`src/rtl/data_mem_responder_if.sv`:
```
// Per-thread data memory valid/ready bundle between core LSUs (master) and
// the data memory responder (slave).
interface data_mem_responder_if #(
    parameter int ADDR_BITS = 8,
    parameter int DATA_BITS = 8,
    parameter int NUM_PORTS = 4
);
    logic [NUM_PORTS-1:0]                read_valid;
    logic [NUM_PORTS-1:0][ADDR_BITS-1:0] read_address;
    logic [NUM_PORTS-1:0]                read_ready;
    logic [NUM_PORTS-1:0][DATA_BITS-1:0] read_data;
    logic [NUM_PORTS-1:0]                write_valid;
    logic [NUM_PORTS-1:0][ADDR_BITS-1:0] write_address;
    logic [NUM_PORTS-1:0][DATA_BITS-1:0] write_data;
    logic [NUM_PORTS-1:0]                write_ready;

    modport master (
        output read_valid, read_address, write_valid, write_address, write_data,
        input  read_ready, read_data, write_ready
    );

    modport slave (
        input  read_valid, read_address, write_valid, write_address, write_data,
        output read_ready, read_data, write_ready
    );
endinterface

```
`src/rtl/data_mem_responder.sv`:
```
// Single-port data memory serving NUM_PORTS read and write requesters round-robin.
// Optional counters enabled by defining DATA_MEM_RESPONDER_STATS_EN.
module data_mem_responder #(
    parameter int ADDR_BITS      = 8,
    parameter int DATA_BITS      = 8,
    parameter int NUM_PORTS      = 4,
    parameter int ACCESS_LATENCY = 1
) (
    input  logic                 clk,
    input  logic                 reset,
    data_mem_responder_if.slave  bus,
    input  logic                 init_we,
    input  logic [ADDR_BITS-1:0] init_addr,
    input  logic [DATA_BITS-1:0] init_data,
    output logic                 busy
`ifdef DATA_MEM_RESPONDER_STATS_EN
    ,
    output logic [15:0]          read_count,
    output logic [15:0]          write_count,
    output logic [15:0]          stall_cycles
`endif
);
    localparam int REQS   = 2 * NUM_PORTS;
    localparam int IDX_W  = $clog2(REQS);
    localparam int PORT_W = (NUM_PORTS > 1) ? $clog2(NUM_PORTS) : 1;
    localparam int CNT_W  = (ACCESS_LATENCY > 1) ? $clog2(ACCESS_LATENCY) : 1;
    localparam int DEPTH  = 1 << ADDR_BITS;

    typedef enum logic [1:0] {
        IDLE   = 2'd0,
        ACCESS = 2'd1,
        RELAY  = 2'd2
    } state_e;

    logic [DATA_BITS-1:0] mem_q [DEPTH];

    state_e                              state_q, state_d;
    logic [IDX_W-1:0]                    grant_q, grant_d;
    logic [IDX_W-1:0]                    rr_q, rr_d;
    logic [ADDR_BITS-1:0]                addr_q, addr_d;
    logic [DATA_BITS-1:0]                wdata_q, wdata_d;
    logic [CNT_W-1:0]                    cnt_q, cnt_d;
    logic [NUM_PORTS-1:0]                rready_q, rready_d;
    logic [NUM_PORTS-1:0]                wready_q, wready_d;
    logic [NUM_PORTS-1:0][DATA_BITS-1:0] rdata_q, rdata_d;
    logic                                busy_q;

    logic [REQS-1:0]   req_s;
    logic              found_s;
    logic [IDX_W-1:0]  sel_s;
    logic [PORT_W-1:0] sel_port_s;
    logic [PORT_W-1:0] gnt_port_s;
    logic              gnt_wr_s;
    logic              commit_s;
    logic              commit_wr_s;

    function automatic logic [PORT_W-1:0] port_of(input logic [IDX_W-1:0] idx);
        if (idx >= IDX_W'(NUM_PORTS)) begin
            return PORT_W'(idx - IDX_W'(NUM_PORTS));
        end else begin
            return PORT_W'(idx);
        end
    endfunction

    function automatic logic is_write(input logic [IDX_W-1:0] idx);
        return (idx >= IDX_W'(NUM_PORTS));
    endfunction

    // Reads occupy the low requester indices, writes the high ones.
    assign req_s       = {bus.write_valid, bus.read_valid};
    assign sel_port_s  = port_of(sel_s);
    assign gnt_port_s  = port_of(grant_q);
    assign gnt_wr_s    = is_write(grant_q);
    assign commit_s    = (state_q == ACCESS) && (cnt_q == '0);
    assign commit_wr_s = commit_s && gnt_wr_s && !reset;

    assign bus.read_ready  = rready_q;
    assign bus.write_ready = wready_q;
    assign bus.read_data   = rdata_q;
    assign busy            = busy_q;

    // Round-robin search: first valid requester at or after rr_q, wrapping.
    always_comb begin
        found_s = 1'b0;
        sel_s   = '0;
        for (int k = 0; k < REQS; k++) begin
            if (!found_s && req_s[IDX_W'((int'(rr_q) + k) % REQS)]) begin
                found_s = 1'b1;
                sel_s   = IDX_W'((int'(rr_q) + k) % REQS);
            end else begin
                sel_s   = sel_s;
            end
        end
    end

    // Next-state and output decode for the grant/access/relay sequence.
    always_comb begin
        state_d  = state_q;
        grant_d  = grant_q;
        rr_d     = rr_q;
        addr_d   = addr_q;
        wdata_d  = wdata_q;
        cnt_d    = cnt_q;
        rready_d = rready_q;
        wready_d = wready_q;
        rdata_d  = rdata_q;
        case (state_q)
            IDLE: begin
                if (found_s) begin
                    grant_d = sel_s;
                    addr_d  = is_write(sel_s) ? bus.write_address[sel_port_s]
                                              : bus.read_address[sel_port_s];
                    wdata_d = bus.write_data[sel_port_s];
                    cnt_d   = CNT_W'(ACCESS_LATENCY - 1);
                    state_d = ACCESS;
                end else begin
                    state_d = IDLE;
                end
            end
            ACCESS: begin
                if (cnt_q == '0) begin
                    state_d = RELAY;
                    if (gnt_wr_s) begin
                        wready_d[gnt_port_s] = 1'b1;
                    end else begin
                        rready_d[gnt_port_s] = 1'b1;
                        rdata_d[gnt_port_s]  = mem_q[addr_q];
                    end
                end else begin
                    cnt_d = cnt_q - CNT_W'(1);
                end
            end
            RELAY: begin
                if (!req_s[grant_q]) begin
                    rready_d = '0;
                    wready_d = '0;
                    rr_d     = (grant_q == IDX_W'(REQS - 1)) ? '0 : grant_q + IDX_W'(1);
                    state_d  = IDLE;
                end else begin
                    state_d  = RELAY;
                end
            end
            default: begin
                state_d = IDLE;
            end
        endcase
    end

    // Control and response registers.
    always_ff @(posedge clk) begin
        if (reset) begin
            state_q  <= IDLE;
            grant_q  <= '0;
            rr_q     <= '0;
            addr_q   <= '0;
            wdata_q  <= '0;
            cnt_q    <= '0;
            rready_q <= '0;
            wready_q <= '0;
            rdata_q  <= '0;
            busy_q   <= 1'b0;
        end else begin
            state_q  <= state_d;
            grant_q  <= grant_d;
            rr_q     <= rr_d;
            addr_q   <= addr_d;
            wdata_q  <= wdata_d;
            cnt_q    <= cnt_d;
            rready_q <= rready_d;
            wready_q <= wready_d;
            rdata_q  <= rdata_d;
            busy_q   <= (state_d != IDLE);
        end
    end

    // Storage array: preload is applied after the commit so it wins on a collision.
    always_ff @(posedge clk) begin
        if (commit_wr_s) begin
            mem_q[addr_q] <= wdata_q;
        end
        if (init_we) begin
            mem_q[init_addr] <= init_data;
        end
    end

`ifdef DATA_MEM_RESPONDER_STATS_EN
    logic [REQS-1:0] mask_s;
    logic            stall_s;
    logic [15:0]     rd_cnt_q, wr_cnt_q, stall_q;

    // Requesters currently granted or in service do not count as stalled.
    always_comb begin
        mask_s = '0;
        if (state_q == IDLE) begin
            if (found_s) begin
                mask_s[sel_s] = 1'b1;
            end else begin
                mask_s = '0;
            end
        end else begin
            mask_s[grant_q] = 1'b1;
        end
        stall_s = |(req_s & ~mask_s);
    end

    // Saturating activity counters.
    always_ff @(posedge clk) begin
        if (reset) begin
            rd_cnt_q <= 16'h0000;
            wr_cnt_q <= 16'h0000;
            stall_q  <= 16'h0000;
        end else begin
            if (commit_s && !gnt_wr_s && (rd_cnt_q != 16'hFFFF)) rd_cnt_q <= rd_cnt_q + 16'h0001;
            if (commit_s && gnt_wr_s && (wr_cnt_q != 16'hFFFF))  wr_cnt_q <= wr_cnt_q + 16'h0001;
            if (stall_s && (stall_q != 16'hFFFF))                stall_q  <= stall_q + 16'h0001;
        end
    end

    assign read_count   = rd_cnt_q;
    assign write_count  = wr_cnt_q;
    assign stall_cycles = stall_q;
`endif
endmodule
```
`src/flat_wrapper.sv`:
```
// flat-port wrapper written by rule: the top's interface ports become plain ports
module data_mem_responder_flat 
#(
    parameter int ADDR_BITS      = 8,
    parameter int DATA_BITS      = 8,
    parameter int NUM_PORTS      = 4,
    parameter int ACCESS_LATENCY = 1
)
  (clk, reset, init_we, init_addr, init_data, busy, bus_read_valid, bus_read_address, bus_write_valid, bus_write_address, bus_write_data, bus_read_ready, bus_read_data, bus_write_ready);
  data_mem_responder_if #(.ADDR_BITS(ADDR_BITS), .DATA_BITS(DATA_BITS), .NUM_PORTS(NUM_PORTS)) bus_i ();
  input  logic clk;
  input  logic reset;
  input  logic init_we;
  input  logic [ADDR_BITS-1:0] init_addr;
  input  logic [DATA_BITS-1:0] init_data;
  output logic busy;
  input wire logic [$bits(bus_i.read_valid)-1:0] bus_read_valid;
  input wire logic [$bits(bus_i.read_address)-1:0] bus_read_address;
  input wire logic [$bits(bus_i.write_valid)-1:0] bus_write_valid;
  input wire logic [$bits(bus_i.write_address)-1:0] bus_write_address;
  input wire logic [$bits(bus_i.write_data)-1:0] bus_write_data;
  output wire logic [$bits(bus_i.read_ready)-1:0] bus_read_ready;
  output wire logic [$bits(bus_i.read_data)-1:0] bus_read_data;
  output wire logic [$bits(bus_i.write_ready)-1:0] bus_write_ready;
  assign bus_i.read_valid = bus_read_valid;
  assign bus_i.read_address = bus_read_address;
  assign bus_i.write_valid = bus_write_valid;
  assign bus_i.write_address = bus_write_address;
  assign bus_i.write_data = bus_write_data;
  assign bus_read_ready = bus_i.read_ready;
  assign bus_read_data = bus_i.read_data;
  assign bus_write_ready = bus_i.write_ready;
  data_mem_responder #(.ADDR_BITS(ADDR_BITS), .DATA_BITS(DATA_BITS), .NUM_PORTS(NUM_PORTS), .ACCESS_LATENCY(ACCESS_LATENCY)) u_core (.clk(clk), .reset(reset), .bus(bus_i), .init_we(init_we), .init_addr(init_addr), .init_data(init_data), .busy(busy));
endmodule
```
`config.mk`:
```
export PLATFORM = sky130hd
export DESIGN_NAME = data_mem_responder_flat
export DESIGN_NICKNAME = d
export VERILOG_FILES = /design/src/rtl/data_mem_responder_if.sv /design/src/rtl/data_mem_responder.sv /design/src/flat_wrapper.sv
export SDC_FILE = /design/constraint.sdc
export NUM_CORES = 2
export LEC_CHECK = 0
export ABC_AREA = 1
export BUFFER_PORTS_ARGS = -buffer_cell sky130_fd_sc_hd__buf_2
export CELL_PAD_IN_SITES_DETAIL_PLACEMENT = 0
export CELL_PAD_IN_SITES_GLOBAL_PLACEMENT = 2
export CORE_AREA = 4 4 429 643
export CTS_CLUSTER_SIZE = 12
export DETAILED_ROUTE_END_ITERATION = 8
export DIE_AREA = 0 0 433 647
export PLACE_DENSITY_LB_ADDON = 0.1
export SYNTH_ARGS = -nofsm -noshare
export SYNTH_HDL_FRONTEND = slang
export SYNTH_SLANG_ARGS = --single-unit
```
`constraint.sdc`:
```
create_clock -name clk -period 3.7 [get_ports clk]
set_clock_uncertainty 0.2 [all_clocks]
set_input_delay 0.37 -clock clk [delete_from_list [all_inputs] [get_ports clk]]
set_output_delay 0.37 -clock clk [all_outputs]
set_load 0.005 [all_outputs]
```
==> flow_summary.json <==
{
  "outcome": "finished with violations",
  "violations": "negative setup slack",
  "clk_path_buf_depth": 4,
  "yosys.area.top_type": "edfxtp_1",
  "drive_gt1_frac": 0.109,
  "endpoint_kind": "flop",
  "p_leak_uw": 0.0433,
  "rsz0062_at_grt": "no",
  "post-route-min-period_ps": 3770,
  "synthTopCellsByCount": "o21ai_0, nand2_1, edfxtp_1",
  "syn_to_final_growth_pct": 15.2,
  "drcViolationCount": 0,
  "synth_edf_count": 2048,
  "worst_slack_ps": -68.1,
  "nets": 12353,
  "clkTransAtPathRegs_ps": 70,
  "synth_cells": 12191,
  "die_w_um": 433,
  "power_density_mw_per_mm2": 685,
  "setup_viol": 5,
  "drv_slew": 0,
  "gp_congestion": 0.938,
  "criticalPathCategory": "reg -> reg",
  "grt_pass1_wl_mm": 664,
  "dieArea_mm2": 0.280,
  "yosysMostFrequentCell": "o21ai_0",
  "core-area_mm2": 0.270,
  "finalCritPeriodShare": 1.02,
  "wl_per_cell_um": 29.4,
  "final_hold_viol_count": 0,
  "critPathArrivalTime_ps": 4340,
  "ant_nets": 0,
  "max_freq_mhz": 265,
  "row_count": 234,
  "cp.required_ps": 4270,
  "overflow": 0,
  "drtIter0Drc": 10731,
  "start_util": 0.398,
  "dr.pass1.iters": 6,
  "routed-via-count": 94999,
  "netlist.area_leader.share": 0.572,
  "worst_pin_slew_ps": 1310,
  "numCtsBuffers": 227,
  "cp_max_fo": 74,
  "vdd_ir_drop_max_mv": 0.455,
  "htreeDepth": 4,
  "port_buffers": 163,
  "synth_area_per_cell_um2": 8.82,
  "first_global_vias": 91726,
  "ys_warn_count": 0,
  "ys_ff_latch": 2121,
  "cts-root-buf": "clkbuf_16",
  "ys.flop_type": "edfxtp_1",
  "clock-sinks": 2121,
  "synth-seq-area-share": 0.585,
  "grt_start_max_net_pins": 113,
  "synth_area_leaders": "edfxtp_1, o21ai_0, nand2_1",
  "die_h_um": 647,
  "hold_path_class": "in -> reg",
  "track_usage": 0.327,
  "ios": 164,
  "via_per_inst": 5.95,
  "async_reset_ff_frac": 0,
  "synth.distinct_cells": 39,
  "insertion_delay_ps": 920,
  "syn_nets": 12321,
  "synth_area_mm2": 0.108,
  "crit_path_start_kind": "flop",
  "drv_cap": 0,
  "setup-tns-final_ps": -279,
  "routed_wl_mm": 470,
  "antenna_found_initial": 39,
  "dp_hpwl_mm": 300,
  "tritoncts": "built",
  "finish.utilization": 0.459,
  "reg2reg_slack_ps": -70,
  "slew_headroom": 0.120
}
==> logic make-up (layout without fill, tap and decap cells) <==
group	Yosys count	after routing	share of synthesized area
simple gates	4630	4630	0.169
compound gates	4079	4079	0.196
flops	2121	2121	0.585
buf+inv	1350	1538	0.0479
fa+ha+maj	7	7	0.000814
xor+xnor	4	4	0.000396
other cells	0	47	0
==> power breakdown <==
part | leakage [uW] | internal, uW | switching, uW
Combinational | 0.0206 | 9950 | 23500
Sequential | 0.0193 | 28600 | 831
Clock | 0.00331 | 12100 | 9900
==> layout make-up <==
class                           count  area [um2]
Sequential cell                  2121       63000
Clock inverter                     95         659
Antenna cell                       47         118
Fill cell                       25869      146000
Inverter                           94         452
Tap cell                         3540        4430
Multi-Input combinational cell   8720       39700
Clock buffer                      290        6070
Timing Repair Buffer             1059        9500
==> critical path: stages, from the launching register on <==
cell and delay (ps):
dfxtp_4 490, inv_16 120, buf_12 330, buf_12 160, o21ai_0 100, o22ai_1 170, nand2_1 120, nand3_1 250
nand3_1 170, nand3_1 180, nand3_1 160, buf_4 220, nand3_1 170, nand2_1 250, buf_4 200, a21oi_1 70
==> layout by cell type (no fill, tap or decap), types with 3 or more instances in the layout <==
| cell | instances |
|---|---|
| o21ai_0 | 3436 |
| o21ai_2 | 3 |
| nor2_1 | 1173 |
| edfxtp_1 | 2048 |
| clkbuf_16 | 231 |
| nand2_2 | 20 |
| buf_16 | 4 |
| nor4_2 | 4 |
| ha_1 | 5 |
| inv_2 | 8 |
| nand4_1 | 5 |
| buf_2 | 165 |
| dfxtp_4 | 13 |
| nor3_2 | 4 |
| inv_1 | 72 |
| a21oi_1 | 61 |
| buf_12 | 130 |
| nor2_2 | 3 |
| diode_2 | 47 |
| clkbuf_1 | 51 |
| clkinv_2 | 30 |
| inv_8 | 10 |
| dfxtp_1 | 58 |
| o21ai_1 | 20 |
| o22ai_2 | 4 |
| nand3_1 | 522 |
| inv_6 | 4 |
| nor2_4 | 11 |
| buf_4 | 659 |
| dlygate4sd3_1 | 100 |
| nand2_1 | 2872 |
| nand3_2 | 7 |
| bufinv_16 | 9 |
| o22ai_1 | 550 |
| clkbuf_8 | 7 |
| nor3_1 | 3 |
| inv_4 | 3 |
| clkinv_1 | 50 |
==> final timing paths <==
kind	endpoint	startpoint	cells after the start
worst max-delay path	u_core.bus.read_data[17]	flop	15
worst min-delay path	flop	bus_write_address[25]	7
worst max register to register	u_core.bus.read_data[17]	flop	15
worst min register to register	u_core.bus.read_ready[3]	u_core.bus.read_ready[3]	2
==> stage by stage <==
step | hold WS (ps) | area (um2) | cells | setup slack, ps | power [uW]
floorplan | 260 | 108000 | 12191 | 808 | 47700
global placement | 251 | 116000 | 15431 | -13.3 | 62400
detailed placement | 254 | 116000 | 15431 | -51.5 | 62600
CTS | 8.37 | 124000 | 15916 | 19.3 | 84500
global route | 66.9 | 124000 | 15929 | 0.592 | 88600
finish | 31.8 | 124000 | 15966 | -68.1 | 84800
==> metal layers <==
layer | track usage | vias to the layer above | share of wire
met4 | 0.188 | 16 | 0.062
met3 | 0.0478 | 1051 | 0.076
met5 | 0 | - | 0.00020
met1 | 0.393 | 46100 | 0.37
met2 | 0.559 | 4908 | 0.49
li1 | - | 42924 | -
==> registers in the layout, indices dropped and copies added (netlist names), named ones only <==
name                    count
u_core.state_q              2
u_core.grant_q              3
u_core.busy                 1
u_core.bus.write_ready      4
u_core.bus.read_data       32
u_core.addr_q               8
u_core.mem_q             2048
u_core.bus.read_ready       4
u_core.rr_q                 3
u_core.wdata_q              8
==> timing repair <==
| item | 4_1_cts | 5_1_grt |
|---|---|---|
| setup buffers | 0 | 1 |
| gates resized for setup | 1 | 24 |
| setup endpoints to repair | 2 | 37 |
| hold buffers | 100 | 0 |
| pin swaps | 0 | 1 |
| endpoints found under the hold margin | 345 | 0 |
Power figures use the tool's default switching activity.
